<file path="config.mk">
export PLATFORM = sky130hd
export DESIGN_NAME = oai33_exhaustive_bist
export DESIGN_NICKNAME = d
export VERILOG_FILES = /design/src/rtl/oai33_exhaustive_bist.sv
export SDC_FILE = /design/constraint.sdc
export NUM_CORES = 1
export LEC_CHECK = 0
export ABC_CLOCK_PERIOD_IN_PS = 2100
export CAP_MARGIN = 20
export CORE_MARGIN = 3
export CORE_UTILIZATION = 52
export CTS_BUF_LIST = sky130_fd_sc_hd__clkbuf_4
export DETAILED_ROUTE_END_ITERATION = 10
export PLACE_DENSITY_LB_ADDON = 0.08
export SETUP_SLACK_MARGIN = 0.02
export SLEW_MARGIN = 20
export SYNTH_ARGS = -nofsm -noshare
export SYNTH_HDL_FRONTEND = slang
export SYNTH_SLANG_ARGS = --single-unit
</file>
<file path="constraint.sdc">
create_clock -name CLK -period 2.1 [get_ports CLK]
set_input_delay 0.525 -clock CLK [delete_from_list [all_inputs] [get_ports CLK]]
set_output_delay 0.525 -clock CLK [all_outputs]
set_load 0.01 [all_outputs]
</file>
<file path="src/rtl/oai33_exhaustive_bist.sv">
// Exhaustive BIST for a 6-input OAI33 cell: walks all 64 input vectors and compacts ZN into a 16-bit MISR.
// Optional macro OAI33_BIST_COMPARE_EN adds an internal golden model and the ERR_CNT output.
module oai33_exhaustive_bist #(
  parameter int          HOLD    = 2,
  parameter logic [15:0] SEED    = 16'hFFFF,
  parameter logic [15:0] EXP_SIG = 16'h0000
) (
  input  logic        CLK,
  input  logic        RN,
  input  logic        START,
  input  logic        ZN,
  output logic        A1,
  output logic        A2,
  output logic        A3,
  output logic        B1,
  output logic        B2,
  output logic        B3,
  output logic        BUSY,
  output logic        DONE,
  output logic        PASS,
  output logic [15:0] SIG,
  output logic [1:0]  dbg_state
`ifdef OAI33_BIST_COMPARE_EN
  ,
  output logic [6:0]  ERR_CNT
`endif
);

  // Handshake: START is a one-cycle request accepted only when BUSY=0; DONE/PASS/SIG
  // form the response and stay stable until the next accepted START or reset.
  typedef enum logic [1:0] {
    ST_IDLE = 2'd0,
    ST_RUN  = 2'd1,
    ST_DONE = 2'd2
  } state_t;

  localparam logic [7:0] HOLD_LAST = 8'(HOLD - 1);

  state_t      state;
  logic [5:0]  vec;
  logic [7:0]  hold_cnt;
  logic        sample;
  logic        fb;
  logic [15:0] sig_next;
  logic        pass_next;

  assign {B3, B2, B1, A3, A2, A1} = vec;
  assign dbg_state = state;
  assign sample    = (hold_cnt == HOLD_LAST);

  always_comb begin
    fb       = SIG[15] ^ ZN;
    sig_next = {SIG[14:0], 1'b0} ^ (fb ? 16'h1021 : 16'h0000);
  end

`ifdef OAI33_BIST_COMPARE_EN
  logic       golden;
  logic [6:0] err_next;

  always_comb begin
    golden    = ~((|vec[2:0]) & (|vec[5:3]));
    err_next  = ERR_CNT + {6'd0, (ZN != golden)};
    pass_next = (sig_next == EXP_SIG) && (err_next == 7'd0);
  end
`else
  always_comb begin
    pass_next = (sig_next == EXP_SIG);
  end
`endif

  always_ff @(posedge CLK) begin
    if (!RN) begin
      state    <= ST_IDLE;
      vec      <= 6'd0;
      hold_cnt <= 8'd0;
      SIG      <= SEED;
      BUSY     <= 1'b0;
      DONE     <= 1'b0;
      PASS     <= 1'b0;
`ifdef OAI33_BIST_COMPARE_EN
      ERR_CNT  <= 7'd0;
`endif
    end else begin
      case (state)
        ST_IDLE, ST_DONE: begin
          if (START) begin
            state    <= ST_RUN;
            vec      <= 6'd0;
            hold_cnt <= 8'd0;
            SIG      <= SEED;
            BUSY     <= 1'b1;
            DONE     <= 1'b0;
            PASS     <= 1'b0;
`ifdef OAI33_BIST_COMPARE_EN
            ERR_CNT  <= 7'd0;
`endif
          end
        end
        ST_RUN: begin
          if (!sample) begin
            hold_cnt <= hold_cnt + 8'd1;
          end else begin
            // Sample edge: ZN has settled for HOLD cycles on the current vector.
            SIG      <= sig_next;
            hold_cnt <= 8'd0;
            vec      <= vec + 6'd1;
`ifdef OAI33_BIST_COMPARE_EN
            ERR_CNT  <= err_next;
`endif
            if (vec == 6'd63) begin
              state <= ST_DONE;
              BUSY  <= 1'b0;
              DONE  <= 1'b1;
              PASS  <= pass_next;
            end
          end
        end
        default: state <= ST_IDLE;
      endcase
    end
  end

endmodule

</file>
==> results of run 1 <==
cell type report:
cell class | count | area (um^2) | share of cell area
timing repair buffer | 41 | 383 | 0.192
sequential | 35 | 701 | 0.352
clock inverter | 2 | 7.51 | 0.00377
clock buffer | 6 | 45.0 | 0.0226
multi-input combinational | 122 | 796 | 0.399
tap | 31 | 38.8 | 0.0195
inverter | 6 | 22.5 | 0.0113
path summary, 6_finish.rpt:
path / depth (start not counted) / to
setup / recovery: 6 / SIG[0]$_SDFFE_PN1P_
hold reg to reg: 2 / PASS$_SDFFE_PN0P_
setup reg to reg: 6 / SIG[0]$_SDFFE_PN1P_
hold / removal: 2 / PASS$_SDFFE_PN0P_
Yosys cell counts (all sizes together), types with 2 or more instances:
master,number
nand4,6
a31oi,3
clkbuf,3
o31ai,2
o21ai,6
o21a,2
nor4,4
xnor2,6
nand2b,2
nor2,21
o22a,7
nor4b,2
xor2,5
dfxtp,35
nand2,6
ha,3
inv,6
nor2b,2
buf,3
a21oi,3
nor3,15
nand3,10
critical path, stage by stage (launching register included):
cell and delay [ns]:
dfxtp_1 0.36, inv_1 0.06, ha_1 0.17, or4b_4 0.51
o31ai_4 0.47, nand4_1 0.16, o31a_1 0.13
placed cells by master (no fill, tap or decap), types with 2 or more instances in the layout:
cell	Yosys	routed
a21oi_1	3	3
a31oi_1	3	3
buf_4	0	11
clkbuf_4	0	6
clkdlybuf4s50_1	0	30
clkinv_1	0	2
dfxtp_1	35	35
ha_1	3	3
inv_1	6	6
nand2_1	6	6
nand2b_1	2	2
nand3_1	10	10
nand4_1	6	6
nor2_1	20	20
nor2b_1	2	2
nor3_1	14	14
nor4_1	4	4
o21a_1	2	2
o21ai_0	2	2
o21ai_1	4	4
o22a_1	7	7
xnor2_1	6	6
xor2_1	5	5
sequential cells by signal, summed over array words and instances (netlist names):
| name | flops |
|---|---|
| SIG | 16 |
| vec | 6 |
| hold_cnt | 8 |
| PASS | 1 |
| dbg_state | 2 |
| BUSY | 1 |
| DONE | 1 |
per-layer routing:
metal | up-vias | wire length (um) | track usage
met4 | 0 | 52 | 0.0836
li1 | 698 | - | -
met1 | 665 | 1690 | 0.276
met5 | - | 0 | 0
met3 | 7 | 195 | 0.0553
met2 | 43 | 1750 | 0.358
cells by family after synthesis:
kind of cell,share of synthesized area
AOI/OAI and AO/OA,0.145
xor gates and xnor gates,0.0623
adders and majority gates,0.0243
buffers and inverters,0.0316
DFF,0.453
muxes,0.00648
and+or+nand+nor,0.277
stage by stage:
step / power, uW / cells / utilization / cell area (um^2) / hold WS (ns)
after floorplan: 775 / 169 / - / 1550 / 0.484
after global placement: 831 / 235 / 0.692 / 1940 / 0.451
after detailed placement: 834 / 235 / 0.692 / 1940 / 0.480
after CTS: 1190 / 243 / 0.711 / 1990 / 0.495
after global routing: 1230 / 243 / 0.711 / 1990 / 0.512
final: 1170 / 243 / 0.711 / 1990 / 0.492
power groups by stage:
| stage | Clock [uW] | Combinational, uW | Sequential (uW) |
|---|---|---|---|
| after floorplan | 0 | 75.0 | 700 |
| after detailed placement | 0 | 137 | 698 |
| final | 351 | 139 | 682 |
| after global routing | 395 | 150 | 684 |
| after global placement | 0 | 134 | 697 |
| after CTS | 366 | 138 | 682 |
==> impl_metrics.toml, run 1 <==
[run_status]
status = "finished clean"

[worst_setup_path]
required_ns = 2.32
crit_fanout = 10
rrSetupSlack_ns = 0.13
r2r_start = "hold_cnt[1]$_SDFFE_PN0P_"
critPathKind = "flop to flop"
crit_start = "hold_cnt[1]$_SDFFE_PN0P_"
end_kind = "flop"
arrival_ns = 2.20
start_kind = "flop"

[timing]
final.setup.worst_slack_ns = 0.127
finalCritPeriodShare = 0.940
skew_ns = 0.0109
setup_viol_count_final = 0
tightest_slew_ns = 0.468
maxSlewViolCount = 0
final.setup.tns_ns = 0
final_hold_viol_count = 0
relSlewSlack = 0.688
grt_setup_unrepaired = "false"
fmax_mhz = 507
min_period_ns = 1.97

[pwr]
power_leakage_uw = 0.000688
p_int_uw = 870
clkPwrFrac = 0.299
p_seq_frac = 0.582
vdd_drop_max_uv = 447
p_comb_frac = 0.119
sw_frac_of_total = 0.257
p_switching_uw = 302
powerDensity_mw_per_mm2 = 588

[route]
vias = 1413
wl_um = 3680
antenna_left = 0
drt_iter0_drc = 78
drt_pass1_iterations = 5
wl_per_cell_um = 15.2
drc = 0
via_per_inst = 5.81

[global_routing]
grt_overflow_total = 0
grt_max_degree = 14
antenna_found_initial = 0
grt_usage = 0.218
grt_pass1_wl_um = 6000
grt_pass1_vias = 1334

[clock_network]
cts.path.max_buffers = 2
clk_pin_slew_ns = 0.10
cts_buffers = 5
cts-hold-fix-buffers = 0
htreeDepth = 2
post_cts_buffers = 0
cts_tree = "yes"
clk_latency_ns = 0.33
cts.sinks = 35
cts-root-buf = "clkbuf_4"
postCtsResizedCells = 0

[synth]
syn_avg_cell_area_um2 = 9.14
yosys.area.top_type_share = 0.453
seq_area_frac_synth = 0.453
synth-seq-cells = 35
synthArstFlopShare = 0
yosysTopAreaCell = "dfxtp_1"
syn_nets = 176
ys_types = 44
synth_edf_count = 0
yosys-top-cells-area = "dfxtp_1, nor2_1, nor3_1"
synth_warnings = 0
syn_inst = 169
syn_area_mm2 = 0.00155
synth_ff_type = "dfxtp_1"

[floorplanning]
die_h_um = 60.5
start_util = 0.551
die-area_mm2 = 0.00366
rows = 19
io_pins = 31
die_w_um = 60.5
coreArea_mm2 = 0.00281

[finish]
n_antenna_cell = 0
drive_above_1_share = 0.118
fin_nets = 218
nFillCells = 242
syn_to_final_growth_pct = 29.0

[placement]
place_congestion = 0.877
port_buffers = 30
dp_hpwl_um = 2730
pre_cts_ws_ns = 0.139

[worst_hold_path]
hold_class = "flop to flop"
hp-start = "PASS$_SDFFE_PN0P_"

[job]
cap_violations = 0
Note: power is estimated with default switching activity, not from simulation.
==> run 2, diff against run 1 <==
ABC_CLOCK_PERIOD_IN_PS = 2500   (was 2100)
CAP_MARGIN = unset   (was 20)
CORE_UTILIZATION = 55   (was 52)
SETUP_SLACK_MARGIN = 0.1   (was 0.02)
clock period = 2.5 ns   (was 2.1 ns; I/O delays follow)
==> impl_metrics.toml, run 2 (same netlist as run 1, synthesis figures left out) <==
[run_status]
status = "finished clean"

[global_routing]
antenna_found_initial = 0
grt_overflow_total = 0
grt_max_degree = 15
grt_pass1_vias = 1367
grt_pass1_wl_um = 6150
grt_usage = 0.234

[placement]
placed_area_mm2 = 0.00189
place_congestion = 0.912
port_buffers = 30
dp_cells = 227
dp_hpwl_um = 2660
pre_cts_ws_ns = 0.306

[route]
via_per_inst = 6.11
drc = 0
vias = 1436
antenna_left = 0
wl_per_cell_um = 15.3
drt_iter0_drc = 89
drt_pass1_iterations = 4
wl_um = 3610

[floorplanning]
coreArea_mm2 = 0.00257
die-area_mm2 = 0.00348
start_util = 0.602
die_h_um = 59.0
io_pins = 31
rows = 18
die_w_um = 59.0

[clock_network]
cts-root-buf = "clkbuf_4"
cts_buffers = 5
cts_tree = "yes"
postCtsResizedCells = 0
cts-hold-fix-buffers = 0
clk_pin_slew_ns = 0.10
clk_latency_ns = 0.34
cts.sinks = 35
post_cts_buffers = 0
cts.path.max_buffers = 2
htreeDepth = 2

[worst_setup_path]
max_stage_delay_ns = 0.58
r2r_cells = 5
crit_family = "buffers and inverters"
reg2reg_to = "SIG[0]$_SDFFE_PN1P_"
crit_cells = 1
required_ns = 1.88
crit_fanout = 7
critPathKind = "flop to primary output"
crit_path_end = "dbg_state[0]"
end_kind = "primary output"
slowest_stage = "clkdlybuf4s50_1"
start_kind = "flop"
path_buf_inv = 1
r2r_start = "hold_cnt[0]$_SDFFE_PN0P_"
crit_start = "dbg_state[0]$_SDFFE_PN0P_"
crit_chain = "clkdlybuf4s50_1"
rrSetupSlack_ns = 0.50
arrival_ns = 1.38

[pwr]
power_leakage_uw = 0.000660
powerDensity_mw_per_mm2 = 509
vdd_drop_max_uv = 499

[finish]
top_regs = "SIG: 16 flops, hold_cnt: 8 flops, vec: 6 flops"
design_area_mm2 = 0.00194
n_antenna_cell = 0
multi_input_area_um2 = 796
final_cell_mix = "dfxtp_1, clkdlybuf4s50_1, nor2_1"
instances_no_fill = 235
fin_nets = 211
regArea_um2 = 701
syn_to_final_growth_pct = 25.8
final_common_cell = "dfxtp_1"
nFillCells = 215
largest_reg_flops = 16
largest_register = "SIG"
drive_above_1_share = 0.0976

[timing]
final_hold_viol_count = 0
grt_setup_unrepaired = "false"
relSlewSlack = 0.681
min_period_ns = 2.01
finalCritPeriodShare = 0.804
fmax_mhz = 498
tightest_slew_ns = 0.478
final.setup.worst_slack_ns = 0.491
setup_viol_count_final = 0
final.setup.tns_ns = 0
skew_ns = 0.00889
maxSlewViolCount = 0

[worst_hold_path]
hold_class = "flop to flop"
hp-start = "vec[1]$_SDFFE_PN0P_"

[job]
cap_violations = 0
-- run 2: area by class of cell --
cell class | instances | area share
Timing Repair Buffer | 34 | 0.170
Tap cell | 30 | 0.0193
Inverter | 6 | 0.0116
Sequential cell | 35 | 0.360
Multi-Input combinational cell | 122 | 0.409
Clock buffer | 7 | 0.0270
Clock inverter | 1 | 0.00257
-- run 2: worst min-delay path by stage --
stage,end,slack [ns],cells past startpoint
global route,SIG[1]$_SDFFE_PN1P_,0.56,1
detailed placement,vec[1]$_SDFFE_PN0P_,0.49,2
global placement,PASS$_SDFFE_PN0P_,0.48,2
floorplan,PASS$_SDFFE_PN0P_,0.48,2
finish,vec[1]$_SDFFE_PN0P_,0.51,2
CTS,vec[1]$_SDFFE_PN0P_,0.50,2
-- run 2: metal layers --
| metal | share of wire | track usage |
|---|---|---|
| met4 | 0.026 | 0.104 |
| met5 | 0 | 0 |
| met2 | 0.44 | 0.372 |
| met1 | 0.44 | 0.311 |
| met3 | 0.092 | 0.0392 |
-- run 2: where the power goes --
group / leakage (uW) / switching [uW] / internal [uW]
Sequential: 0.000284 / 9.97 / 565
Combinational: 0.000340 / 62.5 / 41.6
Clock: 0.0000361 / 179 / 131
Total: 0.000660 / 252 / 738
-- run 2: metrics by stage --
stage / hold WS [ns] / utilization / total power [uW]
floorplan: 0.484 / - / 651
global placement: 0.482 / 0.735 / 686
detailed placement: 0.487 / 0.735 / 689
CTS: 0.501 / 0.757 / 988
global route: 0.558 / 0.757 / 1030
finish: 0.509 / 0.757 / 989
==> run 3, diff against run 2 <==
ABC_CLOCK_PERIOD_IN_PS = 1600   (was 2500)
CORE_UTILIZATION = 47   (was 55)
clock period = 1.6 ns   (was 2.5 ns; I/O delays follow)
==> impl_metrics.toml, run 3 (same netlist as run 1, synthesis figures left out) <==
[placement]
pre_cts_ws_ns = -0.276
dp_cells = 266
place_congestion = 0.838
dp_hpwl_um = 2930
port_buffers = 30

[timing]
setup_viol_count_final = 10
fmax_mhz = 588
final.setup.tns_ns = -0.455
hold_ws_ns = 0.487
relSlewSlack = 0.726
final.setup.worst_slack_ns = -0.101
maxSlewViolCount = 0
grt_setup_unrepaired = "true"
skew_ns = 0.0196
finalCritPeriodShare = 1.06
tightest_slew_ns = 0.410
final_hold_viol_count = 0
min_period_ns = 1.70

[route]
wl_per_cell_um = 15.8
antenna_left = 0
vias = 1612
drt_pass1_iterations = 4
via_per_inst = 5.64
drc = 0
wl_um = 4520
drt_iter0_drc = 74

[global_routing]
grt_max_degree = 14
antenna_found_initial = 0
grt_usage = 0.229
grt_pass1_wl_um = 7260
grt_pass1_vias = 1545
grt_overflow_total = 0

[run_status]
failed_checks = "negative setup slack"
status = "finished, violations left"

[finish]
n_antenna_cell = 0
drive_above_1_share = 0.401
fin_nets = 248
syn_to_final_growth_pct = 55.5
instances_no_fill = 286
nFillCells = 246
largest_register = "SIG"
final_common_cell = "buf_4"
largest_reg_flops = 16
final_util = 0.774
top_regs = "SIG: 16 flops, hold_cnt: 8 flops, vec: 6 flops"
final_cell_mix = "buf_4, dlygate4sd2_1, dfxtp_2"

[worst_setup_path]
path_buf_inv = 2
critPathKind = "flop to flop"
arrival_ns = 1.99
crit_family = "simple AND/OR/NAND/NOR gates"
end_kind = "flop"
crit_chain = "inv_2 > ha_4 > or4b_4 > o31ai_4 > buf_6 > nor2_1 > o21ai_1"
slowest_stage = "or4b_4"
max_stage_delay_ns = 0.50
crit_fanout = 5
required_ns = 1.89
start_kind = "flop"
rrSetupSlack_ns = -0.10

[floorplanning]
die_w_um = 63.3
coreArea_mm2 = 0.00310
start_util = 0.498
die_h_um = 63.3
rows = 20
io_pins = 31
die-area_mm2 = 0.00401

[clock_network]
cts_buffers = 5
cts-root-buf = "clkbuf_4"
clk_latency_ns = 0.36
cts_tree = "yes"
cts.path.max_buffers = 2
cts.sinks = 35
htreeDepth = 2
clk_pin_slew_ns = 0.13

[pwr]
power_leakage_uw = 0.000883
powerDensity_mw_per_mm2 = 686
vdd_drop_max_uv = 457

[worst_hold_path]
hold_class = "flop to flop"

[job]
cap_violations = 0
[run 3: changes by cell type in the layout (fill, tap and decap cells not counted), sizes merged]
cell	previous run	this run
buf	4	41
clkdlybuf4s50	30	3
dlygate4sd2	0	26
clkinvlp	0	2
clkbuf	7	6
[run 3: worst min-delay path: cells and delay by family, from the launching register on]
kind,cells,cell delay [ns]
flops,1,0.34
compound gates,1,0.05
simple gates,1,0.08
[run 3: final timing paths]
kind,endpoint,depth (start not counted),startpoint
min reg2reg,PASS$_SDFFE_PN0P_,2,PASS$_SDFFE_PN0P_
min,PASS$_SDFFE_PN0P_,2,PASS$_SDFFE_PN0P_
max,SIG[12]$_SDFFE_PN1P_,7,hold_cnt[1]$_SDFFE_PN0P_
max reg2reg,SIG[12]$_SDFFE_PN1P_,7,hold_cnt[1]$_SDFFE_PN0P_
[run 3: where the power goes]
group | total (uW) | internal (uW) | leakage, uW | switching, uW
clock | 497 | 168 | 0.0000272 | 329
sequential | 899 | 884 | 0.000283 | 14.6
combinational | 252 | 120 | 0.000574 | 132
[run 3: repair_timing]
action,CTS,global route
endpoints found under the setup margin,57,36
cloned,0,1
pin swaps,12,9
hold buffers,0,0
gates resized for setup,69,18
setup buffers,8,3
[run 3: final cells by class]
type / instances / area, um^2 / area share
Timing Repair Buffer: 71 / 612 / 0.255
Inverter: 6 / 22.5 / 0.00938
Tap cell: 44 / 55.1 / 0.0229
Multi-Input combinational cell: 122 / 925 / 0.385
Clock buffer: 5 / 37.5 / 0.0156
Sequential cell: 35 / 731 / 0.304
Clock inverter: 3 / 20.0 / 0.00833
[run 3: metrics by stage]
step,cell area [um^2],power [uW]
after floorplan,1550,1020
after global placement,2090,1110
after detailed placement,2090,1110
after CTS,2300,1620
after global routing,2400,1730
final,2400,1650
[run 3: layer usage]
metal / vias up / routed length (um) / GRT usage / share of wire
met5: - / 0 / 0 / 0
met4: 0 / 76 / 0.105 / 0.017
met3: 12 / 260 / 0.0588 / 0.058
met2: 51 / 2250 / 0.368 / 0.50
met1: 784 / 1940 / 0.287 / 0.43
li1: 765 / - / - / -
